==> config.mk <==
export PLATFORM = sky130hd
export DESIGN_NAME = conv_operand_sequencer
export DESIGN_NICKNAME = d
export VERILOG_FILES = /design/src/rtl/conv_pkg.sv /design/src/rtl/conv_addr_gen.sv /design/src/rtl/conv_operand_sequencer.sv
export SDC_FILE = /design/constraint.sdc
export NUM_CORES = 1
export LEC_CHECK = 0
export ABC_AREA = 1
export CORE_ASPECT_RATIO = 0.5
export CORE_MARGIN = 5
export CORE_UTILIZATION = 53
export DETAILED_ROUTE_END_ITERATION = 6
export PLACE_DENSITY_LB_ADDON = 0.08
export SYNTH_ARGS = -nofsm -noshare
export SYNTH_HDL_FRONTEND = slang
export SYNTH_HIERARCHICAL = 1
export SYNTH_SLANG_ARGS = --single-unit
==> constraint.sdc <==
create_clock -name clk -period 17.4 [get_ports clk]
set_clock_uncertainty 0.1 [all_clocks]
set_input_delay 5.22 -clock clk [delete_from_list [all_inputs] [get_ports clk]]
set_output_delay 5.22 -clock clk [all_outputs]
set_load 0.02 [all_outputs]
==> src/rtl/conv_pkg.sv <==
// Shared types and helpers for the convolution operand sequencer.
package conv_pkg;

  typedef enum logic [2:0] {
    IDLE,
    CLEAR,
    STREAM,
    FLUSH,
    DRAIN,
    DONE
  } state_t;

  localparam int unsigned OPW  = 9;   // MAC operand width (pixel / weight)
  localparam int unsigned RESW = 21;  // MAC saturated result width
  localparam int unsigned CNTW = 10;  // MAC beat counter width

  // Number of valid window rows for a given image/kernel height.
  function automatic int unsigned calc_oh(input int unsigned img_h, input int unsigned k_h);
    return img_h - k_h + 1;
  endfunction

  // Number of valid window columns for a given image/kernel width.
  function automatic int unsigned calc_ow(input int unsigned img_w, input int unsigned k_w);
    return img_w - k_w + 1;
  endfunction

endpackage

==> src/rtl/conv_addr_gen.sv <==
// Window walker: oy/ox/ky/kx counters (kx fastest) and image/kernel read addresses.
module conv_addr_gen
  import conv_pkg::*;
#(
  parameter int unsigned IMG_H = 28,
  parameter int unsigned IMG_W = 28,
  parameter int unsigned K_H   = 3,
  parameter int unsigned K_W   = 3,
  parameter int unsigned AW    = 10
) (
  input  logic          clk,
  input  logic          reset,
  input  logic          clear,
  input  logic          step,
  output logic [AW-1:0] img_addr,
  output logic [AW-1:0] ker_addr,
  output logic          last
);

  localparam int unsigned OH = calc_oh(IMG_H, K_H);
  localparam int unsigned OW = calc_ow(IMG_W, K_W);
  localparam logic [AW-1:0] OY_MAX = AW'(OH - 1);
  localparam logic [AW-1:0] OX_MAX = AW'(OW - 1);
  localparam logic [AW-1:0] KY_MAX = AW'(K_H - 1);
  localparam logic [AW-1:0] KX_MAX = AW'(K_W - 1);

  logic [AW-1:0] oy, ox, ky, kx;
  logic          kx_wrap, ky_wrap, ox_wrap, oy_wrap;

  assign kx_wrap = (kx == KX_MAX);
  assign ky_wrap = (ky == KY_MAX);
  assign ox_wrap = (ox == OX_MAX);
  assign oy_wrap = (oy == OY_MAX);
  assign last    = kx_wrap & ky_wrap & ox_wrap & oy_wrap;

  assign img_addr = (oy + ky) * AW'(IMG_W) + (ox + kx);
  assign ker_addr = ky * AW'(K_W) + kx;

  // Nested counters advance one kernel tap per step, wrapping back to 0 after the last tap.
  always_ff @(posedge clk or negedge reset) begin
    if (!reset) begin
      {oy, ox, ky, kx} <= '0;
    end else if (clear) begin
      {oy, ox, ky, kx} <= '0;
    end else if (step) begin
      kx <= kx_wrap ? '0 : kx + AW'(1);
      if (kx_wrap) begin
        ky <= ky_wrap ? '0 : ky + AW'(1);
        if (ky_wrap) begin
          ox <= ox_wrap ? '0 : ox + AW'(1);
          if (ox_wrap) oy <= oy_wrap ? '0 : oy + AW'(1);
        end
      end
    end
  end

endmodule

==> src/rtl/conv_operand_sequencer.sv <==
// Convolution operand sequencer: streams pixel/weight pairs to the MAC for every valid
// KxK window and writes each window result to the result RAM.
// Optional macro RELU_EN: clamp negative results to 0 before writing.
module conv_operand_sequencer
  import conv_pkg::*;
#(
  parameter int unsigned IMG_H = 28,
  parameter int unsigned IMG_W = 28,
  parameter int unsigned K_H   = 3,
  parameter int unsigned K_W   = 3,
  parameter int unsigned AW    = 10
) (
  input  logic                   clk,
  input  logic                   reset,
  input  logic                   start,
  output logic                   busy,
  output logic                   frame_done,
  output logic [AW-1:0]          img_addr,
  input  logic signed [OPW-1:0]  img_data,
  output logic [AW-1:0]          ker_addr,
  input  logic signed [OPW-1:0]  ker_data,
  output logic signed [OPW-1:0]  mac_in1,
  output logic signed [OPW-1:0]  mac_in2,
  output logic [OPW-1:0]         mac_ht,
  output logic [OPW-1:0]         mac_wt,
  output logic                   mac_clear,
  output logic                   mac_enable,
  input  logic signed [RESW-1:0] mac_out,
  input  logic                   mac_done,
  output logic [AW-1:0]          res_addr,
  output logic signed [RESW-1:0] res_data,
  output logic                   res_we
);

  localparam int unsigned OH = calc_oh(IMG_H, K_H);
  localparam int unsigned OW = calc_ow(IMG_W, K_W);
  localparam logic [AW-1:0] LAST_IDX = AW'(OH * OW - 1);

  state_t                 state, state_nxt;
  logic                   valid;       // RAM data for an issued beat is on img_data/ker_data
  logic                   flush_beat;  // trailing zero-operand beat
  logic                   en_q;        // mac_enable of the previous cycle
  logic                   capture;
  logic                   gen_clear, gen_step, addr_last;
  logic [AW-1:0]          res_idx;
  logic signed [RESW-1:0] res_val;

  conv_addr_gen #(
    .IMG_H (IMG_H),
    .IMG_W (IMG_W),
    .K_H   (K_H),
    .K_W   (K_W),
    .AW    (AW)
  ) u_addr_gen (
    .clk      (clk),
    .reset    (reset),
    .clear    (gen_clear),
    .step     (gen_step),
    .img_addr (img_addr),
    .ker_addr (ker_addr),
    .last     (addr_last)
  );

  assign mac_ht = OPW'(K_H);
  assign mac_wt = OPW'(K_W);

  // The last data beat lands in the FLUSH cycle because of the RAM latency, so the
  // zero-operand beat is carried by a register one cycle later (first DRAIN cycle).
  assign mac_enable = valid | flush_beat;
  assign mac_in1    = valid ? img_data : '0;
  assign mac_in2    = valid ? ker_data : '0;

`ifdef RELU_EN
  assign res_val = mac_out[RESW-1] ? '0 : mac_out;
`else
  assign res_val = mac_out;
`endif

  assign res_we   = capture;
  assign res_addr = capture ? res_idx : '0;
  assign res_data = capture ? res_val : '0;

  // State register.
  always_ff @(posedge clk or negedge reset) begin
    if (!reset) state <= IDLE;
    else        state <= state_nxt;
  end

  // Beat pipeline flags and result index.
  always_ff @(posedge clk or negedge reset) begin
    if (!reset) begin
      valid      <= 1'b0;
      flush_beat <= 1'b0;
      en_q       <= 1'b0;
      res_idx    <= '0;
    end else begin
      valid      <= (state == STREAM);
      flush_beat <= (state == FLUSH);
      en_q       <= mac_enable;
      if (state == CLEAR)  res_idx <= '0;
      else if (capture)    res_idx <= res_idx + AW'(1);
    end
  end

  // Next-state logic and state-decoded controls.
  always_comb begin
    state_nxt  = state;
    busy       = 1'b0;
    frame_done = 1'b0;
    mac_clear  = 1'b0;
    gen_clear  = 1'b0;
    gen_step   = 1'b0;
    capture    = 1'b0;
    case (state)
      IDLE: begin
        if (start) state_nxt = CLEAR;
      end
      CLEAR: begin
        busy      = 1'b1;
        mac_clear = 1'b1;
        gen_clear = 1'b1;
        state_nxt = STREAM;
      end
      STREAM: begin
        busy     = 1'b1;
        gen_step = 1'b1;
        capture  = mac_done & en_q;
        if (addr_last) state_nxt = FLUSH;
      end
      FLUSH: begin
        busy      = 1'b1;
        capture   = mac_done & en_q;
        state_nxt = DRAIN;
      end
      DRAIN: begin
        busy    = 1'b1;
        capture = mac_done & en_q;
        if (capture && res_idx == LAST_IDX) state_nxt = DONE;
      end
      DONE: begin
        frame_done = 1'b1;
        state_nxt  = IDLE;
      end
      default: state_nxt = IDLE;
    endcase
  end

endmodule

==> run metrics <==
final wirelength 14.4 mm; RSZ-0062 raised after global routing no; Adder-Cell Fraction of Synth Area 19.2%; initial antenna violation count 0; post-DP HPWL 11.7 mm; Chip Width 158 um; minimum clock period after layout 12210 ps; beginning of the worst register-to-register path state[1]$_DFFE_PN0P_; first-pass GRT wire length 23.9 mm; synth warn 6; mux contribution to synthesized area 0.172%; DRT Pass-1 Iters 5; Final GP Congestion 0.836; final hold violation count 0; DRC 0; crit path capture type output port; worst slew pin tran 736 ps; CP max FO 35; Top FF cell, synth dfrtp_1; Peak VDD IR 0.000195 V; outcome finished clean; Syn Inst Count 807; Post-Place Cells 1056; layout cell share with drive strength beyond 1 4.03%; Cell Chain, Critical Path clkdlybuf4s50_1, nand2_1, inv_1, nand2_8, nor2_1, clkdlybuf4s50_1; TritonCTS Buffers 5; Pwr Density 160 nW/um^2; row count 27; sequential-to-total area share from yosys stat 24.1%; synth unique cells 47; core box area 10800 sq um; hold depth 1; Inserted Diodes 0; slowest CP cell clkdlybuf4s50_1; top post-synthesis cells by area dfrtp_1 24%, ha_1 12%, inv_1 10%, nand2_1 9.7%, fa_1 7.6%; hold endpoint en_q$_DFF_PN0_; Power Total 1.14 mW; vias per inst 5.07; R2R Path End u_addr_gen/oy[5]$_DFFE_PN0P_; initial core utilization 53.6%; utilization after layout 65.9%; Die Y 84.1 um; hold_sp flush_beat$_DFF_PN0_; EDFF count, synth 0; f_max 81.9 MHz; worst path arrival time 6890 ps; number of global-route vias before repair 5131; clock slew at reported path FFs 70 ps; gr usage total 21.9%; Simple-Gate Fraction of Synth Area 27.8%; XOR/XNOR share of the synthesized area 4.82%; Synth area leader dfrtp_1; multi-input logic area 3620 sq um; synthesized area per cell 7.20 sq um; Hold/Removal Path Class reg -> reg; hold buffers post-CTS 0; Clk Latency, worst-skew pair 300 ps; Vias 5392; synthesized area 5810 sq um; DRT iter0 DRCs 443; compound-cell area share of the yosys netlist 9.17%; LEAKAGE 3.78 nW; CTS tree built; worst path required time 12080 ps; setup TNS 0 ps; IO Pins 135; Worst Reg-to-Reg Cells 10; root buf cell clkbuf_16; largest family of logic cells by synthesized area simple AND/OR/NAND/NOR gates; most frequent CP cell clkdlybuf4s50_1; Synth-to-Final Area Change 22.9%; top cell type's share of synthesized area 24.1%; Tcrit/Tclk final 70.2%; Final Max Slew Viols 0; Worst slew margin 50.9%; Synth async-reset ratio 100%; # setup viols final 0; synthesized flop and latch total 56; antenna-violating nets left 0; pin count of the biggest net entering global routing 57; max incr delay on CP 630 ps; Final Instance Count excl. Fillers 1064; die area 13300 sq um; post-cts resize count 0; CTS Sinks 56; port bufs 116; CP startpoint kind input pin; fillcell total 930; WL/cell 13.5 um; H-tree depth 2; Post-CTS Setup Bufs 0; Reg area 1400 sq um; Final #Nets 1037; CTS max path bufs 2; total grt overflow 0; critical path class in -> out; Worst R2R Setup Slack 14350 ps; max-cap violations 0
## registers in the layout (all words and copies together) (netlist names)
signal / flops
flush_beat: 1
u_addr_gen/kx: 10
u_addr_gen/oy: 10
state: 3
valid: 1
u_addr_gen/ky: 10
u_addr_gen/ox: 10
res_idx: 10
en_q: 1
## layout by cell type (no fill, tap or decap), types with 2 or more instances in the layout
master | synthesis | layout
inv_1 | 158 | 158
nor3_1 | 15 | 15
nand2_8 | 2 | 2
nor2_8 | 2 | 2
a21oi_1 | 40 | 40
o21ai_2 | 5 | 5
nand2_1 | 151 | 151
xor2_1 | 23 | 23
nand3_1 | 54 | 54
a22oi_1 | 3 | 3
o21ai_0 | 25 | 25
o211ai_1 | 4 | 4
conb_1 | 2 | 18
clkdlybuf4s50_1 | 0 | 115
nor2_1 | 79 | 79
ha_1 | 54 | 54
nand4_1 | 29 | 29
xnor2_1 | 9 | 9
nor4_1 | 2 | 2
a21o_1 | 2 | 2
fa_1 | 22 | 22
inv_4 | 2 | 2
nor2_2 | 4 | 4
nand3_2 | 2 | 2
dfrtp_1 | 56 | 56
nand2_4 | 2 | 2
o22ai_1 | 3 | 3
inv_2 | 3 | 3
o21ai_1 | 8 | 8
nor3_2 | 2 | 2
clkbuf_16 | 0 | 5
or2_2 | 2 | 2
## report_power, final
part | internal (mW) | leakage [nW] | switching [mW]
combinational | 0.354 | 2.95 | 0.491
clock | 0.0539 | 0.0671 | 0.0504
sequential | 0.151 | 0.763 | 0.0413
## per-stage QoR
stage	worst slack, ps	cell area, sq um	hold slack [ps]
after floorplan	6130	5870	385
after global placement	5250	7000	327
after detailed placement	5190	7000	348
after CTS	5180	7140	365
after global routing	5080	7140	384
final	5190	7140	357
## per-layer routing
layer | part of all wire, % | track usage [%]
met1 | 48 | 30.1
met2 | 44 | 36.0
met3 | 6.8 | 4.25
met4 | 1.1 | 4.41
met5 | 0 | 0
## cell families after synthesis
| kind of cell | count (synthesis) |
|---|---|
| compound gates | 95 |
| xor+xnor | 32 |
| fa+ha+maj | 76 |
| buf+inv | 194 |
| flops | 56 |
| mux | 1 |
| other cells | 2 |
| simple gates | 351 |
## cells in the mapped netlist (3+ instances only)
master,number
a21oi_1,40
a22oi_1,3
buf_4,23
buf_6,3
dfrtp_1,56
fa_1,22
ha_1,54
inv_1,158
inv_2,3
nand2_1,151
nand3_1,54
nand4_1,29
nor2_1,79
nor2_2,4
nor3_1,15
o211ai_1,4
o21ai_0,25
o21ai_1,8
o21ai_2,5
o22ai_1,3
xnor2_1,9
xor2_1,23
## area by class of cell
cell class	instances	area share, %
clock buffer	6	1.80
multi-input combinational	573	50.7
timing repair buffer	117	16.3
tap	145	2.54
clock inverter	2	0.228
sequential	56	19.6
inverter	165	8.81
## how the worst max path moves through the flow
stage	from	endpoint	slack [ps]	cells after the start
4_1_cts	mac_done	res_addr[0]	5180	6
3_3_place_gp	mac_done	res_addr[0]	5250	6
2_1_floorplan	mac_done	res_addr[1]	6130	5
6_report	mac_done	res_addr[0]	5190	6
5_1_grt	mac_done	res_addr[0]	5080	6
3_5_place_dp	mac_done	res_addr[0]	5190	6
## worst max-delay path: cells and delay by family
family | cells | cell delay [ps]
buffers and inverters | 3 | 1230
and+or+nand+nor | 3 | 420
(Power assumes the default switching activity.)
